`src/rtl/mem_arbiter.sv`:
```
`default_nettype none
// ============================================================================
// Module   : mem_arbiter
// Purpose  : Shares one big-endian memory port between fetch (I) and
//            load/store (D) requesters, with LATENCY wait states per access.
//            Define MEM_ARB_RR_EN for round-robin arbitration on contention.
// Revision : 1.0 - initial release
// ============================================================================
module mem_arbiter #(
    parameter int LATENCY = 2,
    parameter int CNT_W   = 4
) (
    input  logic        clk,
    input  logic        rst_n,
    input  logic        i_req,
    input  logic [31:0] i_addr,
    output logic        i_ready,
    output logic [31:0] i_rdata,
    input  logic        d_req,
    input  logic        d_we,
    input  logic [31:0] d_addr,
    input  logic [63:0] d_wdata,
    output logic        d_ready,
    output logic [63:0] d_rdata,
    output logic        m_we,
    output logic [31:0] m_addr,
    output logic [63:0] m_wdata,
    input  logic [63:0] m_rdata
);

    typedef enum logic [1:0] {
        S_IDLE = 2'd0,
        S_BUSY = 2'd1,
        S_DONE = 2'd2
    } state_t;

    state_t             r_state;
    state_t             w_state_nxt;
    logic [CNT_W-1:0]   r_cnt;
    logic               r_owner_d;
    logic               r_we;
    logic [31:0]        r_addr;
    logic [63:0]        r_wdata;
    logic [31:0]        r_irdata;
    logic [63:0]        r_drdata;
    logic               w_grant_d;
    logic               w_start;
    logic               w_fire;

    assign w_start = (r_state == S_IDLE) && (i_req || d_req);

`ifdef MEM_ARB_RR_EN
    // Last owner starts as I so that D takes the first contention.
    logic r_last_d;

    always_ff @(posedge clk or negedge rst_n) begin
        if (!rst_n)
            r_last_d <= 1'b0;
        else if (w_start)
            r_last_d <= w_grant_d;
    end

    always_comb begin
        w_grant_d = d_req && (!i_req || !r_last_d);
    end
`else
    always_comb begin
        w_grant_d = d_req;
    end
`endif

    always_ff @(posedge clk or negedge rst_n) begin
        if (!rst_n)
            r_state <= S_IDLE;
        else
            r_state <= w_state_nxt;
    end

    always_comb begin
        w_state_nxt = r_state;
        w_fire      = 1'b0;
        m_we        = 1'b0;
        m_addr      = 32'd0;
        m_wdata     = 64'd0;
        i_ready     = 1'b0;
        d_ready     = 1'b0;
        case (r_state)
            S_IDLE: begin
                if (i_req || d_req)
                    w_state_nxt = S_BUSY;
            end
            S_BUSY: begin
                m_addr  = r_addr;
                m_wdata = r_wdata;
                if (r_cnt == '0) begin
                    w_fire      = 1'b1;
                    m_we        = r_we;
                    w_state_nxt = S_DONE;
                end
            end
            S_DONE: begin
                i_ready     = !r_owner_d;
                d_ready     = r_owner_d;
                w_state_nxt = S_IDLE;
            end
            default: w_state_nxt = S_IDLE;
        endcase
    end

    // Access parameters are latched at grant so requester changes mid-access are ignored.
    always_ff @(posedge clk or negedge rst_n) begin
        if (!rst_n) begin
            r_cnt     <= '0;
            r_owner_d <= 1'b0;
            r_we      <= 1'b0;
            r_addr    <= 32'd0;
            r_wdata   <= 64'd0;
            r_irdata  <= 32'd0;
            r_drdata  <= 64'd0;
        end else begin
            if (w_start) begin
                r_owner_d <= w_grant_d;
                r_we      <= w_grant_d && d_we;
                r_addr    <= w_grant_d ? d_addr : i_addr;
                r_wdata   <= w_grant_d ? d_wdata : 64'd0;
                r_cnt     <= CNT_W'(LATENCY);
            end else if ((r_state == S_BUSY) && (r_cnt != '0)) begin
                r_cnt <= r_cnt - 1'b1;
            end
            if (w_fire) begin
                if (r_owner_d)
                    r_drdata <= m_rdata;
                else
                    r_irdata <= m_rdata[63:32];
            end
        end
    end

    assign i_rdata = r_irdata;
    assign d_rdata = r_drdata;

endmodule
`default_nettype wire

```
`config.mk`:
```
export PLATFORM = sky130hd
export DESIGN_NAME = mem_arbiter
export DESIGN_NICKNAME = d
export VERILOG_FILES = /design/src/rtl/mem_arbiter.sv
export SDC_FILE = /design/constraint.sdc
export NUM_CORES = 1
export LEC_CHECK = 0
export ABC_AREA = 1
export CORE_MARGIN = 2
export CORE_UTILIZATION = 30
export DETAILED_ROUTE_END_ITERATION = 10
export GPL_TIMING_DRIVEN = 0
export SLEW_MARGIN = 20
export SYNTH_ARGS = -nofsm -noshare
export SYNTH_HDL_FRONTEND = slang
export SYNTH_SLANG_ARGS = --single-unit
```
`constraint.sdc`:
```
create_clock -name clk -period 1.3 [get_ports clk]
set_input_delay 0.26 -clock clk [delete_from_list [all_inputs] [get_ports clk]]
set_output_delay 0.26 -clock clk [all_outputs]
set_load 0.05 [all_outputs]
```
---- After elaboration in Yosys (flattened, before gate mapping) ----
Index checks and enable logic that the tools add are counted.
Widths: inputs -> output; s select.
operators by class
  $add $sub $neg .......................... 1
  $mul .................................... 0
  div/mod/pow operators ................... 0
  magnitude comparators ................... 0
  equal/unequal tests ..................... 4
  shift operators ......................... 0
  mux-type cells .......................... 15
  bitwise gates (word level) .............. 1
  reduce and logical (&&, ||, !) cells .... 12
operator list
  cell                 number
  $mux 64              2
  $mux 32              2
  $mux 4               2
  $mux 1               6
  $reduce_and 2->1     3
  $logic_not 4->1      1
  $mux 2               2
  $pmux 2 s2           1
  $reduce_bool 4->1    1
  $sub 4x1->4 const B  1
  $logic_and 1x1->1    3
  $eq 2x1->1 const B   1
  $eq 2x2->1 const B   1
  $logic_not 2->1      1
  $ne 2x1->1 const B   1
  $ne 2x2->1 const B   1
  $reduce_bool 2->1    1
  $logic_not 1->1      1
  $logic_or 1x1->1     1
  $not 1->1            1
storage, ports and cells
  register bits ........................... 200
  bits in latches ......................... 0
  bits in writable memories ............... 0
  ROM bits ................................ 0
  output and inout port bits .............. 195
  memories kept ........................... 0

---- Depth between registers and ports, before layout ----
Gate-level depths: netlist (run 1).
  depth in word-level cells ............... 4
  depth in mapped cells ................... 9
  gate-level depth less buffers ........... 8

---- Worst setup path before layout (run 1) ----
OpenSTA, ideal clock, no wires.
  kind .................................... register to output
  start point ............................. reg r_state[1]
  end point ............................... out m_addr[0]
  arrival time ............................ 1.551 ns
  data required time ...................... 1.040 ns
  path slack .............................. -0.511 ns
  cell stages (with the launch flop) ...... 6
  buffers on the path ..................... 2
  cells stage by stage .................... dfrtp_1 inv_1 nand2_2 buf_2 buf_2 nor2_1
on the way
  word-level cells in the longest chain between the ends .. 2
ends and longest elaborated chain
  what                    line  source
  from (decl)             37    state_t r_state;
  from (signal assigned)  76    r_state <= w_state_nxt;
  $eq 2x1->1              87    case (r_state)
  $mux 32                 87
  to (decl)               26    output logic [31:0] m_addr,
Every way passes these cells.

---- Final worst setup path (run 1) ----
  start point ............................. reg r_state[1]
  end point ............................... out m_addr[17]
The elaborated chain is that of the path after synthesis.

==> run_results.csv, run 1 <==
group,metric,value,unit
final_layout,drive_above_1_share,0.349,
floorplanning,die_height,176,um
global_routing,grt_antenna_before_repair,0,
clock_network,clockBufferDepth,2,
drt,wl_per_cell,16.4,um
timing,worst_slack,-0.588,ns
timing,fmax,530,MHz
floorplanning,core,29400,um^2
timing,tightest_slew,0.550,ns
clock_network,insertion_delay,0.44,ns
critical_path,crit_fanout,10,
floorplanning,ios,392,
clock_network,tritoncts,"yes",
clock_network,clkTransAtPathRegs,0.09,ns
drt,routed_wl,30.7,mm
hold_path,min_path_type,"input port to asynchronous set/reset pin",
yosys,synth.avg_cell_area,8.72,um^2
drt,drc,0,
global_routing,grt_usage,0.190,
global_routing,grt_pass1_wl,46.2,mm
floorplanning,dieArea,31000,um^2
global_routing,grt_max_degree,92,
critical_path,start_kind,"register",
yosys,netlist_area,8890,um^2
placed_design,port_buffers,390,
placed_design,place_ws,-0.896,ns
critical_path,crit_path_end_kind,"output port",
timing,maxSlewHeadroom,0.635,
final_layout,antenna_cells,0,
timing,setup_viol,305,
timing,skew,0.0205,ns
drt,drt_iter0_markers,307,
placed_design,dpl_cell_area,14300,um^2
placed_design,gp_routability_congestion,0.778,
clock_network,cts_buffers,17,
floorplanning,die_w,176,um
yosys,netlist_instances,1020,
run_status,violations,"setup timing",
drt,via_count,8346,
yosys,ys_warn_count,0,
power_and_ir_drop,vdd_drop_max,1.39,mV
run_status,outcome,"finished with violations",
timing,finalCritPeriodShare,1.45,
clock_network,root_buffer,"clkbuf_16",
floorplanning,start_util,0.302,
run,drv_cap,0,
timing,slew_violations,0,
critical_path,critPathKind,"register to output port",
placed_design,dpl.hpwl,21.9,mm
drt,firstDrtPassIters,6,
yosys,ys_seq_area_frac,0.563,
final_layout,final_area,16000,um^2
power_and_ir_drop,p_leak,7.46,nW
final_layout,layout_common_cells,"dfrtp_1 (199), inv_1 (198), clkdlybuf4s50_1 (194), buf_6 (151), nand2_1 (99)",
power_and_ir_drop,power_density,3100,nW/um^2
drt,ant_nets,0,
timing,rsz0062_at_grt,"true",
final_layout,layout_commonest_cell,"dfrtp_1",
clock_network,clkSinkCount,200,
yosys,syn_nets,1219,
yosys,ys_types,23,
critical_path,arrival,1.63,ns
yosys,yosys_register_bits,200,
drt,vias_per_cell,4.45,
global_routing,overflow,0,
global_routing,grt_pass1_vias,8316,
timing,finalCriticalPeriod,1.89,ns
final_layout,area_delta_synth_final,80.2,%
critical_path,crit_required,1.04,ns
floorplanning,rows,63,
final_layout,layoutNonFillerInstCount,1877,
timing,finalHoldViolations,0,
clock_network,cts_max_level,4,
final_layout,fin_nets,1673,
placed_design,dpl.cell_count,1802,
final_layout,postLayoutCoreUtil,0.545,
==> worst max-delay path: stages, from the launching register on <==
cell	delay, ns
dfrtp_1	0.41
inv_4	0.10
nand2_8	0.08
buf_12	0.17
buf_12	0.17
nor2_4	0.10
buf_6	0.16
==> synth_stat cells, drive strengths merged <==
library cell / number / area, um^2
nand4: 1 / 6.26
nand3: 70 / 368
dfrtp: 200 / 5000
clkbuf: 19 / 71.3
a21oi: 1 / 5.00
ha: 2 / 25.0
xor2: 1 / 8.76
nor3: 2 / 10.0
buf: 47 / 318
nor2: 102 / 383
nand2: 143 / 539
inv: 203 / 762
o21ai: 197 / 1150
o211ai: 32 / 240
==> stage by stage <==
step	setup TNS [ns]	power [mW]	hold WS (ns)
finish	-106.22	49.7	0.264
CTS	-167.91	47.2	0.254
global placement	-1970.81	39.3	0.465
floorplan	-10.67	30.4	-0.0356
global route	-132.25	52.2	0.269
detailed placement	-167.98	39.5	0.136
==> cell families (layout without fill, tap and decap cells) <==
family / Yosys count / after routing / share of synthesized area
DFF: 200 / 200 / 0.563
xor gates and xnor gates: 1 / 1 / 0.000985
buffers and inverters: 269 / 735 / 0.129
adders and majority gates: 2 / 2 / 0.00281
and+or+nand+nor: 318 / 319 / 0.147
AOI/OAI and AO/OA: 230 / 230 / 0.157
==> metal layers <==
metal | track usage | vias to the layer above | part of all wire
met5 | 0 | - | 0
met4 | 0.0420 | 0 | 0.013
met3 | 0.0500 | 17 | 0.068
met2 | 0.322 | 244 | 0.50
met1 | 0.244 | 3995 | 0.41
li1 | - | 4090 | -
==> timing repair <==
| item | 4_1_cts | 5_1_grt |
|---|---|---|
| setup buffers | 10 | 17 |
| hold endpoints to repair | 26 | 0 |
| setup endpoints to repair | 393 | 392 |
| gates resized for setup | 898 | 531 |
| hold buffers | 1 | 0 |
| gates cloned | 6 | 9 |
| pin swaps | 2 | 4 |
==> registers in the layout, summed over array words and instances, names as in the netlist <==
name       cells
d_rdata       64
r_addr        32
r_we           1
i_rdata       32
r_cnt          4
r_owner_d      1
r_state        2
r_wdata       64
==> cell type report <==
cell class,instances,area [um^2]
Fill cell,2704,13400
Inverter,203,764
Sequential cell,200,5010
Clock inverter,14,171
Clock buffer,18,439
Timing Repair Buffer,434,4820
Tap cell,390,488
Buffer,66,686
Multi-Input combinational cell,552,3650
==> report_power, final <==
group          total (mW)  internal, mW  switching [mW]
registers            10.8          9.20            1.58
logic                33.4          12.7            20.7
clock network        5.46          2.68            2.78
total                49.7          24.6            25.1
==> worst paths after layout <==
path,start,end,slack [ns],cells past startpoint
max reg2reg,r_state[1]$_DFFE_PN0P_,r_addr[7]$_DFFE_PN0P_,-0.46,11
min,rst_n,r_addr[10]$_DFFE_PN0P_,0.26,2
max in group asynchronous,rst_n,d_rdata[59]$_DFFE_PN0P_,0.28,3
max,r_state[1]$_DFFE_PN0P_,m_addr[17],-0.59,6
min in group clk,m_rdata[14],d_rdata[14]$_DFFE_PN0P_,0.36,3
min reg2reg,d_rdata[59]$_DFFE_PN0P_,d_rdata[59]$_DFFE_PN0P_,0.49,2
Note: power is estimated with default switching activity, not from simulation.
==> inputs of run 2 (changes only) <==
CTS_BUF_LIST = sky130_fd_sc_hd__clkbuf_16   (was default)
==> run_results.csv, run 2 (same netlist as run 1, synthesis figures left out) <==
group,metric,value,unit
critical_path,arrival,1.63,ns
critical_path,crit_fanout,10,
drt,route.met3.wl,2.12,mm
clock_network,clockBufferDepth,2,
final_layout,area_delta_synth_final,80.1,%
power_and_ir_drop,total_power,49.6,mW
critical_path,worstPathCellList,"inv_4 > nand2_8 > buf_12 > buf_12 > nor2_4 > buf_6",
timing,tightest_slew,0.550,ns
final_layout,antenna_cells,0,
global_routing,grt_pass1_vias,8316,
power_and_ir_drop,vdd_drop_max,1.42,mV
critical_path,critPathKind,"register to output port",
drt,vias_per_cell,4.45,
drt,firstDrtPassIters,6,
timing,setup_viol,305,
timing,setup_tns,-106.25,ns
clock_network,clkTransAtPathRegs,0.09,ns
clock_network,cts_buffers,17,
critical_path,r2r-start,"r_state[1]$_DFFE_PN0P_",
critical_path,cpMostUsedCell,"buf_12",
run,drv_cap,0,
drt,drt-met1-wl,12.7,mm
critical_path,crit_path_end_kind,"output port",
drt,wl_per_cell,16.4,um
placed_design,dpl_cell_area,14300,um^2
drt,routed_wl,30.7,mm
drt,ant_nets,0,
run_status,outcome,"finished with violations",
global_routing,grt_usage,0.190,
placed_design,dpl.cell_count,1802,
critical_path,crit_start,"r_state[1]$_DFFE_PN0P_",
timing,skew,0.0205,ns
global_routing,grt_antenna_before_repair,0,
clock_network,clkSinkCount,200,
timing,fmax,530,MHz
clock_network,tritoncts,"yes",
placed_design,port_buffers,390,
final_layout,layout_common_cells,"dfrtp_1 (199), inv_1 (198), clkdlybuf4s50_1 (194), buf_6 (151), nand2_1 (99)",
final_layout,final_area,16000,um^2
timing,maxSlewHeadroom,0.635,
drt,via_count,8346,
critical_path,worst_path_max_delay_cell,"dfrtp_1",
clock_network,cts_max_level,4,
timing,rsz0062_at_grt,"true",
power_and_ir_drop,power_density,3100,nW/um^2
critical_path,crit_required,1.04,ns
timing,finalHoldViolations,0,
drt,drc,0,
global_routing,overflow,0,
floorplanning,die_height,176,um
floorplanning,dieArea,31000,um^2
drt,drt_iter0_markers,306,
clock_network,root_buffer,"clkbuf_16",
floorplanning,die_w,176,um
hold_path,min_path_type,"input port to asynchronous set/reset pin",
placed_design,gp_routability_congestion,0.778,
timing,hold_ws,0.264,ns
final_layout,layoutNonFillerInstCount,1877,
floorplanning,start_util,0.302,
placed_design,place_ws,-0.896,ns
power_and_ir_drop,p_leak,7.45,nW
final_layout,fin_nets,1673,
timing,finalCritPeriodShare,1.45,
final_layout,fillers,2706,
timing,finalCriticalPeriod,1.89,ns
clock_network,insertion_delay,0.44,ns
drt,wl_met2,15.4,mm
final_layout,postLayoutCoreUtil,0.545,
timing,worst_slack,-0.588,ns
floorplanning,rows,63,
global_routing,grt_pass1_wl,46.1,mm
placed_design,dpl.hpwl,21.9,mm
final_layout,drive_above_1_share,0.348,
timing,slew_violations,0,
drt,highest_layer,"met4",
final_layout,layout_commonest_cell,"dfrtp_1",
critical_path,start_kind,"register",
global_routing,grt_max_degree,92,
run_status,violations,"setup timing",
critical_path,cpPeakStageDelay,0.41,ns
floorplanning,ios,392,
floorplanning,core,29400,um^2
[run 2: cell types whose count changed in the layout (fill, tap and decap cells not counted), sizes merged]
cell / before / now
clkbuf: 41 / 40
clkinv: 6 / 7
[run 2: worst paths after layout]
path | to | slack, ns | cells after the start
min | r_addr[10]$_DFFE_PN0P_ | 0.26 | 2
max reg2reg | r_addr[7]$_DFFE_PN0P_ | -0.46 | 11
max in group asynchronous | d_rdata[28]$_DFFE_PN0P_ | 0.28 | 3
min reg2reg | d_rdata[59]$_DFFE_PN0P_ | 0.49 | 2
max | m_addr[17] | -0.59 | 6
min in group clk | d_rdata[14]$_DFFE_PN0P_ | 0.36 | 3
[run 2: where the power goes]
group,internal (mW),switching (mW)
clock,2.62,2.78
sequential,9.20,1.58
combinational,12.7,20.7
total,24.6,25.1
[run 2: repair_timing]
item,CTS,global route
setup buffers,10,17
hold endpoints to repair,26,0
resized for setup,898,531
hold buffers,1,0
pin swaps,2,4
cloned,6,9
endpoints found under the setup margin,393,391
[run 2: critical path: cells and delay by family (launching register included)]
family	cells	cell delay (ns)
flops	1	0.41
buf+inv	4	0.60
simple gates	2	0.18
[run 2: layout make-up]
type | instances | area [um^2] | area share
Buffer | 66 | 686 | 0.0428
Clock buffer | 17 | 425 | 0.0266
Clock inverter | 15 | 175 | 0.0109
Inverter | 203 | 764 | 0.0477
Multi-Input combinational cell | 552 | 3650 | 0.228
Sequential cell | 200 | 5010 | 0.313
Tap cell | 390 | 488 | 0.0305
Timing Repair Buffer | 434 | 4820 | 0.301
[run 2: metal layers]
layer | vias up | global-route usage
li1 | 4091 | -
met1 | 3988 | 0.244
met2 | 250 | 0.322
met3 | 17 | 0.0500
met4 | 0 | 0.0420
met5 | - | 0
